[src/rtl/buffer_read_pkg.sv]
// Shared types and constants for the banked block read path.
// Word g of a block lives in bank g mod bank_count at address g div bank_count.
package buffer_read_pkg;

    typedef enum logic [1:0] {
        IDLE  = 2'd0,
        RUN   = 2'd1,
        DRAIN = 2'd2
    } read_state_t;

    localparam int FIFO_DEPTH  = 4;
    localparam int RAM_LATENCY = 1;

    function automatic int bank_of(input int g, input int bank_count);
        return g % bank_count;
    endfunction

    function automatic int row_of(input int g, input int bank_count);
        return g / bank_count;
    endfunction

endpackage

[src/rtl/buffer_read_fifo.sv]
// Small synchronous FIFO with first-word fall-through and an occupancy count.
// Write and read may happen in the same cycle.
module buffer_read_fifo #(
    parameter int WIDTH = 24,
    parameter int DEPTH = 4,
    localparam int PTR_W = $clog2(DEPTH),
    localparam int CNT_W = $clog2(DEPTH + 1)
) (
    input  logic             clk_sys,
    input  logic             rst,
    input  logic             push,
    input  logic [WIDTH-1:0] push_data,
    input  logic             pop,
    output logic [WIDTH-1:0] head,
    output logic [CNT_W-1:0] count
);

    logic [WIDTH-1:0] mem [DEPTH];
    logic [PTR_W-1:0] wr_ptr;
    logic [PTR_W-1:0] rd_ptr;
    logic             do_push;
    logic             do_pop;

    assign do_pop  = pop && (count != '0);
    assign do_push = push && ((count != CNT_W'(DEPTH)) || do_pop);
    assign head    = mem[rd_ptr];

    always_ff @(posedge clk_sys) begin
        if (rst) begin
            for (int i = 0; i < DEPTH; i++) mem[i] <= '0;
            wr_ptr <= '0;
            rd_ptr <= '0;
            count  <= '0;
        end else begin
            if (do_push) begin
                mem[wr_ptr] <= push_data;
                wr_ptr      <= wr_ptr + PTR_W'(1);
            end
            if (do_pop) rd_ptr <= rd_ptr + PTR_W'(1);
            case ({do_push, do_pop})
                2'b10:   count <= count + CNT_W'(1);
                2'b01:   count <= count - CNT_W'(1);
                default: count <= count;
            endcase
        end
    end

endmodule

[src/rtl/buffer_read_sequencer.sv]
// Streams a block held across interleaved RAM banks out in global word order,
// issuing one bank read per cycle only while the output FIFO has room for it.
module buffer_read_sequencer
    import buffer_read_pkg::*;
#(
    parameter int BANK_COUNT  = 3,
    parameter int BLOCK_DEPTH = 480,
    parameter int DATA_WIDTH  = 24,
    localparam int ADDR_W     = $clog2(BLOCK_DEPTH),
    localparam int LEN_W      = $clog2(BANK_COUNT * BLOCK_DEPTH + 1)
) (
    input  logic                  I_clk,
    input  logic                  I_rst,
    input  logic                  I_start,
    input  logic [LEN_W-1:0]      I_length,
    output logic                  O_busy,
    output logic                  O_done,
    output logic [BANK_COUNT-1:0] O_bank_read_enable,
    output logic [ADDR_W-1:0]     O_bank_address [0:BANK_COUNT-1],
    input  logic [DATA_WIDTH-1:0] I_bank_data [0:BANK_COUNT-1],
    output logic [DATA_WIDTH-1:0] O_data,
    output logic                  O_valid,
    input  logic                  I_ready
);

    localparam int TOTAL_WORDS = BANK_COUNT * BLOCK_DEPTH;
    localparam int BSEL_W      = (BANK_COUNT > 1) ? $clog2(BANK_COUNT) : 1;
    localparam int PIPE_STAGES = RAM_LATENCY + 1;
    localparam int FCNT_W      = $clog2(FIFO_DEPTH + 1);

    read_state_t state_q, state_d;

    logic [LEN_W-1:0]       len_q;
    logic [LEN_W-1:0]       len_clamped;
    logic [LEN_W-1:0]       issued_q;
    logic [BSEL_W-1:0]      bank_sel_q;
    logic [ADDR_W-1:0]      row_q;
    logic                   done_q;
    logic                   done_d;

    logic                   issue_fire;
    logic [BSEL_W-1:0]      issue_bank;
    logic [ADDR_W-1:0]      issue_row;
    logic [LEN_W-1:0]       issue_idx;
    logic                   credit;

    logic [PIPE_STAGES-1:0] pipe_v;
    logic [BSEL_W-1:0]      pipe_sel [PIPE_STAGES];
    logic [FCNT_W-1:0]      fifo_count;
    logic                   pop;

    assign len_clamped = (I_length > LEN_W'(TOTAL_WORDS)) ? LEN_W'(TOTAL_WORDS) : I_length;
    // Every word in flight already owns a FIFO slot, so the FIFO can never overflow.
    assign credit  = (int'(fifo_count) + $countones(pipe_v)) < FIFO_DEPTH;
    assign pop     = O_valid && I_ready;
    assign O_valid = (fifo_count != '0);
    assign O_busy  = (state_q != IDLE);
    assign O_done  = done_q;

    always_comb begin
        state_d    = state_q;
        done_d     = 1'b0;
        issue_fire = 1'b0;
        issue_bank = bank_sel_q;
        issue_row  = row_q;
        issue_idx  = issued_q;
        case (state_q)
            IDLE: begin
                issue_bank = '0;
                issue_row  = '0;
                issue_idx  = '0;
                if (I_start) begin
                    if (len_clamped == '0) begin
                        done_d = 1'b1;
                    end else begin
                        issue_fire = 1'b1;
                        state_d    = (len_clamped == LEN_W'(1)) ? DRAIN : RUN;
                    end
                end
            end
            RUN: begin
                if (credit) begin
                    issue_fire = 1'b1;
                    if (issued_q + LEN_W'(1) == len_q) state_d = DRAIN;
                end
            end
            DRAIN: begin
                if ((pipe_v == '0) &&
                    ((fifo_count == '0) || ((fifo_count == FCNT_W'(1)) && pop))) begin
                    done_d  = 1'b1;
                    state_d = IDLE;
                end
            end
            default: state_d = IDLE;
        endcase
    end

    always_ff @(posedge I_clk) begin
        if (I_rst) state_q <= IDLE;
        else       state_q <= state_d;
    end

    always_ff @(posedge I_clk) begin
        if (I_rst) begin
            len_q              <= '0;
            issued_q           <= '0;
            bank_sel_q         <= '0;
            row_q              <= '0;
            done_q             <= 1'b0;
            pipe_v             <= '0;
            O_bank_read_enable <= '0;
            for (int i = 0; i < PIPE_STAGES; i++) pipe_sel[i] <= '0;
            for (int b = 0; b < BANK_COUNT; b++) O_bank_address[b] <= '0;
        end else begin
            done_q      <= done_d;
            pipe_v      <= {pipe_v[PIPE_STAGES-2:0], issue_fire};
            pipe_sel[0] <= issue_bank;
            for (int i = 1; i < PIPE_STAGES; i++) pipe_sel[i] <= pipe_sel[i-1];
            if (state_q == IDLE && I_start) len_q <= len_clamped;
            O_bank_read_enable <= '0;
            if (issue_fire) begin
                O_bank_read_enable[issue_bank] <= 1'b1;
                O_bank_address[issue_bank]     <= issue_row;
                issued_q                       <= issue_idx + LEN_W'(1);
                if (issue_bank == BSEL_W'(BANK_COUNT - 1)) begin
                    bank_sel_q <= '0;
                    row_q      <= issue_row + ADDR_W'(1);
                end else begin
                    bank_sel_q <= issue_bank + BSEL_W'(1);
                    row_q      <= issue_row;
                end
            end
        end
    end

    buffer_read_fifo #(
        .WIDTH (DATA_WIDTH),
        .DEPTH (FIFO_DEPTH)
    ) u_fifo (
        .clk_sys   (I_clk),
        .rst       (I_rst),
        .push      (pipe_v[PIPE_STAGES-1]),
        .push_data (I_bank_data[pipe_sel[PIPE_STAGES-1]]),
        .pop       (pop),
        .head      (O_data),
        .count     (fifo_count)
    );

endmodule

[config.mk]
export PLATFORM = sky130hd
export DESIGN_NAME = buffer_read_sequencer
export DESIGN_NICKNAME = d
export VERILOG_FILES = /design/src/rtl/buffer_read_pkg.sv /design/src/rtl/buffer_read_fifo.sv /design/src/rtl/buffer_read_sequencer.sv
export SDC_FILE = /design/constraint.sdc
export NUM_CORES = 1
export LEC_CHECK = 0
export CELL_PAD_IN_SITES_DETAIL_PLACEMENT = 1
export CELL_PAD_IN_SITES_GLOBAL_PLACEMENT = 1
export CORE_MARGIN = 5
export CORE_UTILIZATION = 40
export CTS_BUF_LIST = sky130_fd_sc_hd__clkbuf_8
export DETAILED_ROUTE_END_ITERATION = 16
export GPL_ROUTABILITY_DRIVEN = 0
export MAX_ROUTING_LAYER = met4
export PLACE_DENSITY = 0.76
export SLEW_MARGIN = 20
export SYNTH_ARGS = -nofsm -noshare
export SYNTH_HDL_FRONTEND = slang
export SYNTH_SLANG_ARGS = --single-unit
[constraint.sdc]
create_clock -name I_clk -period 8.23 [get_ports I_clk]
set_clock_uncertainty 0.1 [all_clocks]
set_input_delay 1.646 -clock I_clk [delete_from_list [all_inputs] [get_ports I_clk]]
set_output_delay 1.646 -clock I_clk [all_outputs]
set_load 0.01 [all_outputs]
==> impl_metrics.json, run 1 <==
{
  "synth_area_per_cell_um2": 10.55,
  "layout.nets": 992,
  "rsz0062_at_grt": "no",
  "synth_adder_area_share": 0.01378,
  "crit_path_max_incr_delay_ns": 1.02,
  "worstSetupEndpointType": "flop",
  "crit_buf_inv": 1,
  "fmax_mhz": 198.4,
  "fillerInstances": 2241,
  "cp.arrival_ns": 5.03,
  "yosysWarnings": 0,
  "postCtsHoldBufs": 0,
  "synthArstFlopShare": 0,
  "cp.required_ns": 8.22,
  "synth_edf_count": 96,
  "path_class": "input pin to flop",
  "drt_iter0_markers": 273,
  "grt_pass1_wl_um": 35280,
  "wl_um": 21570,
  "synth_compound_area_frac": 0.07474,
  "synth_top_family_by_area": "simple AND/OR/NAND/NOR gates",
  "postRouteAntennaNets": 0,
  "synth_nets": 870,
  "finalHoldWorstSlack_ns": 0.3550,
  "path_max_fanout": 25,
  "p_leak_uw": 0.003647,
  "netlist_instances": 774,
  "hold_violations": 0,
  "die_y_um": 152.9,
  "final_cell_mix": "nor2_1 (163), clkdlybuf4s50_1 (142), edfxtp_1 (96)",
  "synth-seq-cells": 177,
  "diodes": 0,
  "holdPathStages": 1,
  "io-pin-count": 144,
  "path_cells": "clkdlybuf4s50_1 -> nand3b_1 -> nand3_1 -> or3_1 -> nand2_1",
  "fp.coreArea_um2": 20170,
  "ir_drop_mv": 0.1145,
  "worst_path_max_delay_cell": "or3_1",
  "maxCapViolCount": 0,
  "dpl.hpwl_um": 14710,
  "fin_setup_tns_ns": 0,
  "io_buffers": 143,
  "via_count": 6172,
  "p_per_area_nw_per_um2": 224.6,
  "synth.mux.area_fraction": 0.1092,
  "reg2reg_depth": 6,
  "path_delay_family": "simple AND/OR/NAND/NOR gates",
  "cp-start-kind": "input pin",
  "grt_pass1_vias": 6574,
  "yosysSeqAreaShare": 0.5514,
  "start_util": 0.4050,
  "period_needed_ns": 5.040,
  "post_cts_buffers": 0,
  "num_rows": 52,
  "die_area_um2": 23380,
  "path_depth": 5,
  "drive_gt1_frac": 0.1144,
  "layout_commonest_cell": "nor2_1",
  "outcome": "complete, no violations",
  "fp.dieW_um": 152.9,
  "synth_xor_area_frac": 0.03431,
  "clock_sinks": 177,
  "syn_area_um2": 8169,
  "ctsResizeCount": 0,
  "synthSimpleGateAreaFrac": 0.1783,
  "overflow": 0,
  "cts_tree": "done",
  "drt_first_pass_iters": 6,
  "hp-class": "flop to flop",
  "antenna_found_initial": 0,
  "timing.final.crit_share": 0.6124,
  "cts-root-buf": "clkbuf_8",
  "clkSlewWorstSetupHoldPaths_ns": 0.09,
  "cts_max_level": 4,
  "cts-buffers-inserted": 17,
  "slew_headroom": 0.2676,
  "viasPerCell": 5.235,
  "clk_latency_ns": 0.47,
  "syn_to_final_growth_pct": 25.38,
  "worstMarginPinSlew_ns": 1.096,
  "ys_types": 53,
  "synthFlopType": "edfxtp_1",
  "drc": 0,
  "cts_max_path_buffers": 2,
  "post_drt_wl_per_cell_um": 18.30,
  "final_max_slew_viol_count": 0,
  "track_usage": 0.1926,
  "grt_max_degree": 79,
  "setup_violations": 0
}
logic make-up (layout without fill, tap and decap cells):
kind of cell,Yosys count,after routing
buffers and inverters,80,215
flip-flops,177,177
AO/OA/AOI/OAI,98,98
multiplexers,59,59
XOR/XNOR,32,32
adder cells (fa/ha/maj),9,9
AND/OR/NAND/NOR,319,319
per-layer routing:
metal  wire length (um)  GRT usage  vias to the layer above  share of wire
li1                   -          -                     2940              -
met1              10050     0.2469                     3039           0.47
met2              10340     0.3140                      173           0.48
met3                967    0.04580                       20          0.045
met4                211    0.04200                        0         0.0098
met5                  0          -                        -              0
sequential cells by signal, indices dropped and copies added, names as in the netlist, 3 cells and up, named ones only:
name and count:
O_bank_address 27, O_bank_read_enable 3, issued_q 11, len_q 11
pipe_sel 4, row_q 9, u_fifo.count 3, u_fifo.mem 96
area by class of cell:
type | instances | area [um2] | share of cell area
well taps | 270 | 337.8 | 0.03298
multi-input cells | 517 | 3401 | 0.3320
clock buffers | 17 | 234.0 | 0.02284
inverters | 33 | 123.9 | 0.01209
repair buffers | 150 | 1479 | 0.1444
clock inverters | 15 | 161.4 | 0.01576
flip-flops and latches | 177 | 4506 | 0.4399
synth_stat cells, types with 10 or more instances:
library cell,instances,area share
a21oi_1,54,0.033
a22oi_1,11,0.010
clkbuf_1,35,0.016
dfxtp_1,81,0.20
edfxtp_1,96,0.35
inv_1,32,0.015
mux2i_1,34,0.042
mux4_2,24,0.066
nand2_1,49,0.023
nand3_1,22,0.013
nor2_1,163,0.075
o21ai_0,10,0.0061
or2_2,27,0.021
xnor2_1,15,0.016
xor2_1,17,0.018
power by group:
| group | internal (uW) | switching, uW |
|---|---|---|
| Combinational | 290 | 353 |
| Clock | 272 | 331 |
| Sequential | 1000 | 53.9 |
| Total | 1560 | 737 |
worst paths after layout:
kind                   start                 to  slack [ns]
max                  I_ready  u_fifo.mem[0][16]        3.19
max reg2reg  u_fifo.count[0]  u_fifo.mem[0][16]        4.15
min           pipe_sel[0][1]     pipe_sel[0][3]        0.36
min reg2reg   pipe_sel[0][1]     pipe_sel[0][3]        0.36
per-stage QoR:
stage / cells / total power [uW] / worst slack [ns] / util / area (um2)
finish: 1179 / 2300 / 3.190 / 0.5078 / 10240
global route: 1179 / 2423 / 2.993 / 0.5078 / 10240
CTS: 1179 / 2324 / 3.211 / 0.5074 / 10230
detailed placement: 1147 / 1725 / 2.632 / 0.4878 / 9839
global placement: 1147 / 1711 / 2.674 / 0.4878 / 9839
floorplan: 774 / 1457 / 4.050 / - / 8169
Power figures use the tool's default switching activity.
==> run 2, diff against run 1 <==
Settings changed: CORE_UTILIZATION 40 to 39, PLACE_DENSITY 0.76 to 0.77.
Clock period 8.23 ns to 4.43 ns, I/O delays scaled along.
==> impl_metrics.json, run 2 (synthesis results as in run 1) <==
{
  "hold_violations": 0,
  "cts_max_level": 4,
  "period_needed_ns": 3.457,
  "num_rows": 53,
  "largest_reg_flops": 96,
  "cp-start-kind": "flop",
  "die_y_um": 154.7,
  "hp-class": "flop to flop",
  "dp.cells": 1160,
  "ctsResizeCount": 0,
  "fp.dieW_um": 154.7,
  "drt_iter0_markers": 391,
  "finalNonFillerCells": 1192,
  "grt_pass1_wl_um": 36840,
  "crit_buf_inv": 2,
  "p_leak_uw": 0.003683,
  "drt_first_pass_iters": 5,
  "setup_violations": 0,
  "syn_to_final_growth_pct": 25.62,
  "drc": 0,
  "setup_slack_ns": 0.9727,
  "cts_max_path_buffers": 2,
  "final_cell_mix": "nor2_1 (163), clkdlybuf4s50_1 (142), edfxtp_1 (96)",
  "rsz0062_at_grt": "no",
  "final_max_slew_viol_count": 0,
  "antenna_found_initial": 0,
  "via_count": 6260,
  "layout_commonest_cell": "nor2_1",
  "path_cells": "nor2_1 -> clkinv_1 -> clkdlybuf4s50_1",
  "grt_max_degree": 79,
  "worstMarginPinSlew_ns": 1.012,
  "worst_path_max_delay_cell": "clkdlybuf4s50_1",
  "outcome": "complete, no violations",
  "path_class": "flop to output pin",
  "path_max_fanout": 18,
  "clkSlewWorstSetupHoldPaths_ns": 0.09,
  "grt_pass1_vias": 6869,
  "post_drt_wl_per_cell_um": 18.99,
  "io_buffers": 143,
  "overflow": 0,
  "viasPerCell": 5.252,
  "track_usage": 0.1980,
  "worstSetupEndpointType": "output pin",
  "fin_setup_tns_ns": 0,
  "crit_path_max_incr_delay_ns": 0.66,
  "cts_tree": "done",
  "diodes": 0,
  "timing.final.crit_share": 0.7804,
  "cp.required_ns": 3.44,
  "postCtsHoldBufs": 0,
  "largestRegisters": "u_fifo.mem: 96 flops, O_bank_address: 27 flops",
  "dpl.hpwl_um": 15640,
  "clock_sinks": 177,
  "power_uw": 4230,
  "postRouteAntennaNets": 0,
  "clk_latency_ns": 0.46,
  "dp_slack_ns": 0.9951,
  "cp.arrival_ns": 2.47,
  "wl_um": 22630,
  "top_register": "u_fifo.mem",
  "die_area_um2": 23940,
  "ir_drop_mv": 0.1989,
  "slew_headroom": 0.3199,
  "io-pin-count": 144,
  "layout.nets": 1000,
  "cts-root-buf": "clkbuf_8",
  "p_per_area_nw_per_um2": 412.1,
  "fp.coreArea_um2": 20820,
  "maxCapViolCount": 0,
  "path_delay_family": "buffers and inverters",
  "cts-buffers-inserted": 17,
  "fmax_mhz": 289.2,
  "drive_gt1_frac": 0.1189,
  "post_cts_buffers": 0,
  "start_util": 0.3923
}
-- run 2: path summary, 6_finish.rpt --
check | start | end | slack [ns] | cells after the start
hold / removal | pipe_sel[0][0] | pipe_sel[0][2] | 0.35 | 1
setup reg to reg | u_fifo.count[0] | O_bank_address[12] | 1.46 | 6
hold reg to reg | pipe_sel[0][0] | pipe_sel[0][2] | 0.35 | 1
setup / recovery | state_q[1] | O_busy | 0.97 | 3
-- run 2: per-stage QoR --
step                cell area, um2  hold slack (ns)    util
finish                       10260           0.3458  0.4928
global route                 10260           0.3749  0.4928
CTS                          10260           0.3524  0.4928
detailed placement            9891           0.3304  0.4750
global placement              9891           0.3145  0.4750
floorplan                     8169           0.3138       -
-- run 2: layout make-up --
type | count | area (um2)
clock buffer | 17 | 234.0
clock inverter | 15 | 137.6
fill | 2285 | 10560
inverter | 33 | 123.9
multi-input combinational | 517 | 3378
sequential | 177 | 4506
tap | 275 | 344.1
timing repair buffer | 158 | 1539
-- run 2: where the power goes --
| part | leakage [uW] | internal (uW) | switching, uW |
|---|---|---|---|
| registers | 0.00165 | 1860 | 106 |
| clock network | 0.000189 | 416 | 654 |
| logic | 0.00184 | 544 | 649 |
-- run 2: metal layers --
layer | vias up | GRT usage | share of wire
met3 | 21 | 0.04393 | 0.050
met4 | 0 | 0.04163 | 0.0081
met1 | 3121 | 0.2427 | 0.43
li1 | 2965 | - | -
met2 | 153 | 0.3382 | 0.51
met5 | - | - | 0
-- run 2: worst reg2reg max path, stage by stage (launching register included) --
cell and delay, ns:
dfxtp_1 0.43, ha_1 0.27, a21o_1 0.21, a2111o_1 0.62
nor3b_2 0.89, mux2i_1 0.28, nor2_1 0.05
==> run 3, diff against run 2 <==
Settings changed: CORE_UTILIZATION 39 to 40, PLACE_DENSITY 0.77 to 0.76.
Clock period 4.43 ns to 3.5 ns, I/O delays scaled along.
==> impl_metrics.json, run 3 (synthesis results as in run 1) <==
{
  "cts-root-buf": "clkbuf_8",
  "r2r_end": "issued_q[8]",
  "ctsResizeCount": 0,
  "ir_drop_mv": 0.2425,
  "overflow": 0,
  "maxCapViolCount": 0,
  "final_cell_mix": "nor2_1 (163), clkdlybuf4s50_1 (142), edfxtp_1 (96)",
  "cp.arrival_ns": 2.33,
  "clk_latency_ns": 0.48,
  "p_leak_uw": 0.003721,
  "grt_pass1_wl_um": 36000,
  "postCtsHoldBufs": 0,
  "hp-class": "flop to flop",
  "drive_gt1_frac": 0.1245,
  "period_needed_ns": 3.134,
  "diodes": 0,
  "drc": 0,
  "min_to": "pipe_sel[0][2]",
  "drt_iter0_markers": 317,
  "power_uw": 5400,
  "io-pin-count": 144,
  "fmax_mhz": 319.0,
  "outcome": "complete, no violations",
  "path_class": "flop to output pin",
  "timing.final.crit_share": 0.8956,
  "via_count": 6237,
  "post_drt_wl_per_cell_um": 18.52,
  "die_area_um2": 23380,
  "multi_input_area_um2": 3376,
  "cp.required_ns": 2.70,
  "r2r_start": "u_fifo.count[0]",
  "grt_pass1_vias": 6624,
  "io_buffers": 143,
  "cts-buffers-inserted": 17,
  "dpl.hpwl_um": 15290,
  "min_from": "pipe_sel[0][0]",
  "layout.nets": 1007,
  "reg2reg_depth": 7,
  "fin_setup_tns_ns": 0,
  "rsz0062_at_grt": "no",
  "path_max_fanout": 24,
  "cts_tree": "done",
  "cts_max_path_buffers": 2,
  "clock_sinks": 177,
  "viasPerCell": 5.224,
  "top_register": "u_fifo.mem",
  "r2r_setup_slack_ns": 0.90,
  "post-route-util": 0.5112,
  "hold_violations": 0,
  "grt_max_degree": 79,
  "seqCellArea_um2": 4506,
  "track_usage": 0.1973,
  "wl_um": 22120,
  "die_y_um": 152.9,
  "dp.cells": 1162,
  "postRouteAntennaNets": 0,
  "fp.coreArea_um2": 20170,
  "largest_reg_flops": 96,
  "worstSetupEndpointType": "output pin",
  "cp-start-kind": "flop",
  "drt_first_pass_iters": 5,
  "finalNonFillerCells": 1194,
  "syn_to_final_growth_pct": 26.21,
  "worstMarginPinSlew_ns": 0.9086,
  "p_per_area_nw_per_um2": 523.8,
  "fillerInstances": 2244,
  "largestRegisters": "u_fifo.mem: 96 flops, O_bank_address: 27 flops",
  "antenna_found_initial": 0,
  "fp.dieW_um": 152.9,
  "start_util": 0.4050,
  "num_rows": 52,
  "layout_commonest_cell": "nor2_1",
  "post_cts_buffers": 0,
  "slew_headroom": 0.3943,
  "setup_violations": 0,
  "final_max_slew_viol_count": 0,
  "clkSlewWorstSetupHoldPaths_ns": 0.10,
  "holdPathStages": 1,
  "cts_max_level": 4
}
==> run 3: cell types whose count changed in the layout (fill, tap and decap cells not counted), sizes merged <==
cell and change:
buf +7, clkinv +1, clkinvlp -1
==> run 3: critical path, stage by stage, from the launching register on <==
cell and delay [ns]:
dfxtp_1 0.32, buf_4 0.42, mux4_2 0.59, clkdlybuf4s50_1 0.52
==> run 3: routing by layer <==
metal,part of all wire,track usage
met5,0,-
met4,0.0075,0.03903
met3,0.051,0.04637
met2,0.49,0.3292
met1,0.45,0.2482
==> run 3: cell type report <==
class	count	share of cell area
well taps	270	0.03277
clock buffers	17	0.02269
inverters	33	0.01201
flip-flops and latches	177	0.4370
clock inverters	15	0.01371
multi-input cells	517	0.3274
repair buffers	165	0.1544
==> run 3: worst max-delay path by stage <==
| stage | end |
|---|---|
| after floorplan | u_fifo.mem[1][0] |
| after global placement | issued_q[6] |
| after detailed placement | row_q[6] |
| after CTS | O_data[6] |
| after global routing | O_data[10] |
| final | O_data[6] |
==> run 3: where the power goes <==
| group | internal [uW] | total (uW) | leakage [uW] | switching, uW |
|---|---|---|---|---|
| clock network | 527 | 1370 | 0.000193 | 838 |
| logic | 724 | 1570 | 0.00188 | 848 |
| registers | 2350 | 2460 | 0.00165 | 110 |
| total | 3600 | 5400 | 0.00372 | 1800 |
==> run 3: per-stage QoR <==
stage | setup slack (ns) | instance area [um2] | hold WS, ns
2_1_floorplan | 0.2664 | 8169 | 0.3138
5_1_grt | 0.2064 | 10310 | 0.3595
4_1_cts | 0.2909 | 10310 | 0.3534
6_report | 0.3655 | 10310 | 0.3554
3_3_place_gp | 0.2000 | 9930 | 0.3171
3_5_place_dp | 0.1858 | 9935 | 0.3270
